==> config.mk <==
export PLATFORM = sky130hd
export DESIGN_NAME = fifo_rd_packer
export DESIGN_NICKNAME = d
export VERILOG_FILES = /design/src/rtl/fifo_pkg.sv /design/src/rtl/fifo_flush_timer.sv /design/src/rtl/fifo_rd_packer.sv
export SDC_FILE = /design/constraint.sdc
export NUM_CORES = 1
export LEC_CHECK = 0
export CELL_PAD_IN_SITES_DETAIL_PLACEMENT = 1
export CELL_PAD_IN_SITES_GLOBAL_PLACEMENT = 1
export CORE_MARGIN = 3
export CORE_UTILIZATION = 43
export CTS_BUF_LIST = sky130_fd_sc_hd__clkbuf_16
export DETAILED_ROUTE_END_ITERATION = 12
export PLACE_DENSITY = 0.78
export REMOVE_ABC_BUFFERS = 1
export SLEW_MARGIN = 20
export SYNTH_ARGS = -nofsm -noshare
export SYNTH_HDL_FRONTEND = slang
export SYNTH_SLANG_ARGS = --single-unit
==> constraint.sdc <==
create_clock -name rd_clk -period 2.7 [get_ports rd_clk]
set_input_delay 0.54 -clock rd_clk [delete_from_list [all_inputs] [get_ports rd_clk]]
set_output_delay 0.54 -clock rd_clk [all_outputs]
set_load 0.02 [all_outputs]
==> src/rtl/fifo_pkg.sv <==
// Shared constants and beat type for the read-side FIFO packer.
package fifo_pkg;

   localparam int FIFO_DATA_W   = 8;
   localparam int PACK_RATIO    = 4;
   localparam int FLUSH_TIMEOUT = 16;
   localparam int PACK_OUT_W    = FIFO_DATA_W * PACK_RATIO;

   typedef struct packed {
      logic [PACK_OUT_W-1:0] data;
      logic [PACK_RATIO-1:0] keep;
      logic                  last;
   } beat_t;

endpackage

==> src/rtl/fifo_flush_timer.sv <==
// Idle timer and flush-pending flag for the packer's partial word.
module fifo_flush_timer
   import fifo_pkg::*;
#(
   parameter int TIMEOUT = FLUSH_TIMEOUT
) (
   input  logic rd_clk,
   input  logic rd_rst,
   input  logic partial,
   input  logic nonempty,
   input  logic pop,
   input  logic xfer,
   input  logic flush_req,
   output logic flush_pend
);

   localparam int IDLE_W = (TIMEOUT > 0) ? $clog2(TIMEOUT + 1) : 1;

   logic [IDLE_W-1:0] idle_cnt;
   logic              idle_tick;
   logic              timeout_hit;

   assign idle_tick = partial & !pop & !flush_pend;

   generate
      if (TIMEOUT > 0) begin : g_timeout
         assign timeout_hit = idle_tick & (idle_cnt == IDLE_W'(TIMEOUT - 1));
      end else begin : g_no_timeout
         assign timeout_hit = 1'b0;
      end
   endgenerate

   // NOTE: state registers use non-blocking assignments so every flop samples pre-edge values.
   always_ff @(posedge rd_clk or negedge rd_rst) begin
      if (!rd_rst) begin
         idle_cnt <= '0;
      end else if (idle_tick && !timeout_hit) begin
         idle_cnt <= idle_cnt + 1'b1;
      end else begin
         idle_cnt <= '0;
      end
   end

   // A flush arriving while a word leaves is folded into that word's last flag.
   always_ff @(posedge rd_clk or negedge rd_rst) begin
      if (!rd_rst) begin
         flush_pend <= 1'b0;
      end else if (xfer) begin
         flush_pend <= 1'b0;
      end else if ((flush_req && nonempty) || timeout_hit) begin
         flush_pend <= 1'b1;
      end
   end

endmodule

==> src/rtl/fifo_rd_packer.sv <==
// Pops bytes from the async FIFO read port and packs them little-endian into output words.
module fifo_rd_packer
   import fifo_pkg::*;
#(
   parameter int IN_W    = FIFO_DATA_W,
   parameter int RATIO   = PACK_RATIO,
   parameter int TIMEOUT = FLUSH_TIMEOUT
) (
   input  logic                 rd_clk,
   input  logic                 rd_rst,
   input  logic                 fifo_empty,
   input  logic [IN_W-1:0]      fifo_rd_data,
   output logic                 fifo_rd_en,
   input  logic                 flush_req,
   output logic [IN_W*RATIO-1:0] out_data,
   output logic [RATIO-1:0]     out_keep,
   output logic                 out_last,
   output logic                 out_valid,
   input  logic                 out_ready,
   output logic [15:0]          word_cnt
);

   localparam int OUT_W = IN_W * RATIO;
   localparam int CNT_W = $clog2(RATIO + 1);

   logic [OUT_W-1:0] asm_data;
   logic [CNT_W-1:0] asm_cnt;
   logic [CNT_W-1:0] lane;
   logic [RATIO-1:0] asm_keep;
   logic             flush_pend;
   logic             asm_full;
   logic             asm_nonempty;
   logic             out_free;
   logic             xfer;
   logic             pop;

   assign asm_full     = (asm_cnt == CNT_W'(RATIO));
   assign asm_nonempty = (asm_cnt != '0);
   assign out_free     = !out_valid | out_ready;
   assign xfer         = out_free & (asm_full | (flush_pend & asm_nonempty));
   assign pop          = !fifo_empty & (xfer | (!asm_full & !flush_pend));
   assign fifo_rd_en   = pop;
   assign lane         = xfer ? '0 : asm_cnt;

   // NOTE: combinational outputs get a default before any conditional write, so no latch is inferred.
   always_comb begin
      asm_keep = '0;
      for (int i = 0; i < RATIO; i++) begin
         asm_keep[i] = (CNT_W'(i) < asm_cnt);
      end
   end

   fifo_flush_timer #(
      .TIMEOUT (TIMEOUT)
   ) u_flush_timer (
      .rd_clk     (rd_clk),
      .rd_rst     (rd_rst),
      .partial    (asm_nonempty & !asm_full),
      .nonempty   (asm_nonempty),
      .pop        (pop),
      .xfer       (xfer),
      .flush_req  (flush_req),
      .flush_pend (flush_pend)
   );

   // NOTE: asm_data is reset and cleared on every transfer because unused lanes of a partial word must read 0.
   always_ff @(posedge rd_clk or negedge rd_rst) begin
      if (!rd_rst) begin
         asm_data <= '0;
         asm_cnt  <= '0;
      end else begin
         if (xfer) begin
            asm_data <= '0;
            asm_cnt  <= pop ? CNT_W'(1) : '0;
         end else if (pop) begin
            asm_cnt <= asm_cnt + 1'b1;
         end
         // Lane write comes after the clear so a byte popped during xfer survives in lane 0.
         for (int i = 0; i < RATIO; i++) begin
            if (pop && (lane == CNT_W'(i))) begin
               asm_data[i*IN_W +: IN_W] <= fifo_rd_data;
            end
         end
      end
   end

   always_ff @(posedge rd_clk or negedge rd_rst) begin
      if (!rd_rst) begin
         out_data  <= '0;
         out_keep  <= '0;
         out_last  <= 1'b0;
         out_valid <= 1'b0;
         word_cnt  <= '0;
      end else begin
         if (xfer) begin
            out_data  <= asm_data;
            out_keep  <= asm_keep;
            out_last  <= flush_pend | flush_req;
            out_valid <= 1'b1;
         end else if (out_ready) begin
            out_valid <= 1'b0;
         end
         if (out_valid && out_ready) begin
            word_cnt <= word_cnt + 1'b1;
         end
      end
   end

endmodule
==> After elaboration in Yosys (flattened, before gate mapping) <==
Index checks and enable logic that the tools add are counted.
W data, S select, Z words.
{ "classes": {"add_sub_neg": 3, "magnitude_cmp": 4, "eq_ne": 5, "n_mux": 14, "bitwise_logic": 12, "n_reduce_logical": 23} }
{ "op_table": {"columns": ["cell", "count"], "rows": [
  ["$mux W32", 1],
  ["$mux W8", 4],
  ["$add A16 B1 Y16 const B", 1],
  ["$reduce_bool A2 Y1", 7],
  ["$mux W3", 3],
  ["$and A1 B1 Y1", 8],
  ["$logic_and A1 B1 Y1", 7],
  ["$eq A3 B2 Y1 const B", 2],
  ["$logic_not A1 Y1", 6],
  ["$lt A1 B3 Y1 const A", 2],
  ["$lt A2 B3 Y1 const A", 2],
  ["$add A5 B1 Y5 const B", 1],
  ["$eq A5 B4 Y1 const B", 1],
  ["$mux W1", 5],
  ["$mux W5", 1],
  ["$or A1 B1 Y1", 4],
  ["$add A3 B1 Y3 const B", 1],
  ["$eq A3 B1 Y1 const B", 1],
  ["$eq A3 B3 Y1 const B", 1],
  ["$logic_not A3 Y1", 1],
  ["$reduce_bool A3 Y1", 1],
  ["$logic_or A1 B1 Y1", 1]
]} }
{ "word_totals": {"regBits": 95, "out_inout_bits": 55} }

==> Longest topological paths before layout <==
{ "depth": {"ltp_word": 13, "depth_mapped": 8} }

==> Cells and area by module <==
From an unflattened synthesis, not the netlist that was laid out.
{ "hier_totals": {"hier_cells": 279, "area_unflattened_um2": 3834.9} }
{ "modules_own_cells": {"columns": ["mod", "n_inst", "cells_per_inst", "area_each_um2", "seq_area_each_um2"], "rows": [
  ["fifo_rd_packer", 1, 256, 3573.4, 2227.1],
  ["fifo_flush_timer", 1, 23, 261.5, 150.1]
]} }

==> Least setup slack after synthesis <==
OpenSTA, ideal clock, no wires.
{ "synth_timing": {"path_kind": "register to register", "from": "register asm_cnt[1]", "to": "register out_data[20]", "setup_ps": 125, "arrival_ps": 1757, "required_ps": 2575, "path_slack_ps": 818, "stages_incl_launch_ff": 8, "path_buffers": 2, "period_less_slack_ps": 1882, "cell_sequence": "dfrtp_1 > inv_2 > ha_1 > buf_6 > mux2i_2 > nor2_4 > buf_6 > mux2_2"} }
{ "synth_between": {"elab_chain_len": 4, "word_cells_on_any_way": 5, "classes_between": "eq/ne (1); bitwise (3); reduce/logical (1)"} }
{ "synth_lines": {"columns": ["item", "line_no", "source"], "rows": [
  ["from (decl)", "fifo_rd_packer.sv:27", "logic [CNT_W-1:0] asm_cnt;"],
  ["from (signal assigned)", "fifo_rd_packer.sv:74", "asm_cnt <= pop ? CNT_W'(1) : '0;"],
  ["from (signal assigned)", "fifo_rd_packer.sv:76", "asm_cnt <= asm_cnt + 1'b1;"],
  ["$reduce_bool A3 Y1", "fifo_rd_packer.sv:38", "assign asm_nonempty = (asm_cnt != '0);"],
  ["$and A1 B1 Y1", "fifo_rd_packer.sv:40", "assign xfer = out_free & (asm_full | (flush_pend & asm_nonempty));"],
  ["$or A1 B1 Y1 (*)", "fifo_rd_packer.sv:40", null],
  ["$and A1 B1 Y1 (*)", "fifo_rd_packer.sv:40", null],
  ["to (signal assigned)", "fifo_rd_packer.sv:96", "out_data <= asm_data;"],
  ["to (decl)", "fifo_rd_packer.sv:15", "output logic [IN_W*RATIO-1:0] out_data,"]
]} }
Every way passes the cells marked *; elsewhere a longest branch is shown, timed or not.
A chain may end at the register's enable or synchronous reset.

==> Worst setup path after layout <==
{ "layout_timing": {"from": "input out_ready", "to": "output fifo_rd_en"} }
{ "layout_between": {"elab_chain_len": 4} }
{ "layout_lines": {"columns": ["item", "line_no", "source"], "rows": [
  ["from (decl)", "fifo_rd_packer.sv:19", "input logic out_ready,"],
  ["$or A1 B1 Y1", "fifo_rd_packer.sv:39", "assign out_free = !out_valid | out_ready;"],
  ["$and A1 B1 Y1", "fifo_rd_packer.sv:40", null],
  ["$or A1 B1 Y1", "fifo_rd_packer.sv:41", "assign pop = !fifo_empty & (xfer | (!asm_full & !flush_pend));"],
  ["$and A1 B1 Y1", "fifo_rd_packer.sv:41", null],
  ["to (decl)", "fifo_rd_packer.sv:13", "output logic fifo_rd_en,"]
]} }
Every way passes these cells.

==> impl_metrics.ini <==
[sta]
layout_min_cycle_time_ns = 2.49
rsz0062_at_grt = no
hold_viol_final = 0
max_slew_margin_pct = 43.9
setup_violations = 0
drv_slew = 0
period_share_pct = 92.3
finClkSkew_ns = 0.00692
timing.fmax_mhz = 401
tightest_slew_ns = 0.841

[synth]
synth_area_leaders = dfrtp_1 60%, mux2_2 6.8%, a22o_1 5.5%
syn-mean-instance-area_um2 = 13.1
synthesis.instances = 305
synth_area_um2 = 4000
synth_top_area_share_pct = 59.5
synthArstFlopShare_pct = 100
synth_edf_count = 0
synthFlopType = dfrtp_1
synth_area_leader_cell = dfrtp_1
yosysSeqAreaShare_pct = 59.5
ys_ff_latch = 95
ys_types = 43
yosysWarnings = 0
post-synth-top-count-cell = dfrtp_1
synth_commonest_cells = 95 x dfrtp_1, 25 x a22o_1, 24 x mux2_2

[pwr]
power_frac_comb_pct = 39.3
p_clk_share_pct = 24.4
p_sw_share_pct = 35.0
switchingPower_w = 0.00208
p_leak_nw = 2.36
p_int_w = 0.00387
vdd_drop_max_mv = 0.550
seqPwrFrac_pct = 36.3
powerDensity_nw_per_um2 = 1150

[floorplanning]
start_util_pct = 44.9
coreArea_um2 = 8890
die_w_um = 102
pin_count = 68
fp.dieH_um = 102
dieArea_um2 = 10500
rows = 34

[drt]
antenna_left = 0
vias = 2729
wl_per_cell_um = 18.4
drtIter0Drc = 77
wl_met3_um = 339
wl_met1_mm = 4.17
drt-pass1-iter-count = 4
vias_per_cell = 5.50
top_layer = met4
totalWireLength_mm = 9.14
met2_length_mm = 4.49
drc_errors = 0

[clock_network]
holdBufCountCts = 0
post_cts_buffers = 0
cts_htree_levels = 3
numCtsBuffers = 9
clk_path_buf_depth = 2
cts_tree = yes
clock-root-buffer = clkbuf_16
ctsResizeCount = 3
cts_sinks = 95
path_clk_slew_ns = 0.06
clock_latency_ns = 0.34

[layout]
final_nets = 403
drive_above_1_share_pct = 17.5
area_delta_synth_final_pct = 29.5
diodes = 0
finalNonFillerCells = 496
fin_util_pct = 58.2

[global_route]
grt_max_degree = 65
first_global_vias = 2906
antenna_found_initial = 0
track_usage_pct = 18.8
overflow = 0
grt_pass1_wl_mm = 15.3

[status]
status = completed

[hold_path]
min_path_type = in -> async

[critical_path]
critPathKind = in -> out
cp.required_ns = 2.16
reg2reg_from = asm_cnt[1]
path_max_fanout = 6
end_kind = output port
startpoint = out_ready
start_kind = input port
worstPathArrival_ns = 1.95

[run]
cap_violations = 0

[place]
port_buffers = 67
place_inst = 481
dp_hpwl_mm = 6.40
place_congestion = 0.803
==> cell families after synthesis <==
family	share of synthesized area, %
fa+ha+maj	1.88
buf+inv	2.91
flops	59.5
xor+xnor	3.73
compound gates	11.7
simple gates	10.1
mux	10.2
==> power groups by stage <==
stage,combinational [W],sequential (W),clock [W]
detailed placement,0.00236,0.00218,0
global route,0.00254,0.00223,0.00155
floorplan,0.00111,0.00242,0
finish,0.00234,0.00216,0.00145
global placement,0.00229,0.00217,0
CTS,0.00238,0.00217,0.00147
==> stage by stage <==
stage	area, um2	setup slack [ns]	setup TNS, ns	hold WS, ns	total power (W)
after CTS	5170	0.219	0	0.336	0.00602
final	5170	0.208	0	0.293	0.00595
after global placement	4830	0.0475	0	0.441	0.00445
after floorplan	3900	0.126	0	0.244	0.00352
after global routing	5170	0.128	0	0.361	0.00632
after detailed placement	4830	-0.0360	-0.0360	0.457	0.00454
==> worst max-delay path: stages <==
cell	delay, ns
clkdlybuf4s50_1	0.42
or2b_1	0.32
a21boi_0	0.25
nor2_1	0.10
dlygate4sd2_1	0.33
==> layer usage <==
| layer | vias to the layer above | GRT usage [%] |
|---|---|---|
| met5 | - | 0 |
| met4 | 0 | 5.55 |
| met3 | 12 | 4.03 |
| met2 | 59 | 30.3 |
| met1 | 1404 | 25.8 |
| li1 | 1254 | - |
==> state kept, by name (all words and copies together) (netlist names) <==
register / cells
asm_data: 32
out_data: 32
word_cnt: 16
u_flush_timer.idle_cnt: 5
out_keep: 4
asm_cnt: 3
out_last: 1
out_valid: 1
u_flush_timer.flush_pend: 1
==> path summary, 6_finish.rpt <==
path                                                  end  slack [ns]  cells after the start
worst min-delay path                          word_cnt[6]        0.29                      1
worst min register to register  u_flush_timer.idle_cnt[0]        0.46                      1
min in group rd_clk             u_flush_timer.idle_cnt[0]        0.46                      1
max in group asynchronous                    out_data[23]        1.71                      2
worst max register to register                out_data[3]        0.41                      7
worst max-delay path                           fifo_rd_en        0.21                      5
==> cell type report <==
| type | instances | area [um2] |
|---|---|---|
| Multi-Input combinational cell | 192 | 1500 |
| Tap cell | 108 | 135 |
| Inverter | 5 | 18.8 |
| Fill cell | 887 | 3720 |
| Sequential cell | 95 | 2380 |
| Clock inverter | 6 | 116 |
| Timing Repair Buffer | 81 | 797 |
| Clock buffer | 9 | 225 |
==> cell usage in the layout, fill, tap and decap left out, types with 5 or more instances in the layout <==
cell	n
clkbuf_16	9
mux2_1	10
buf_4	13
a22o_1	25
dfrtp_1	94
ha_1	6
xnor2_1	10
o21ai_0	12
a21oi_1	16
xor2_1	7
nand2_1	8
nor2_1	19
nand4_1	5
nand3_1	14
mux2_2	24
clkdlybuf4s50_1	65
No activity file was read; power rests on OpenSTA's default activity.
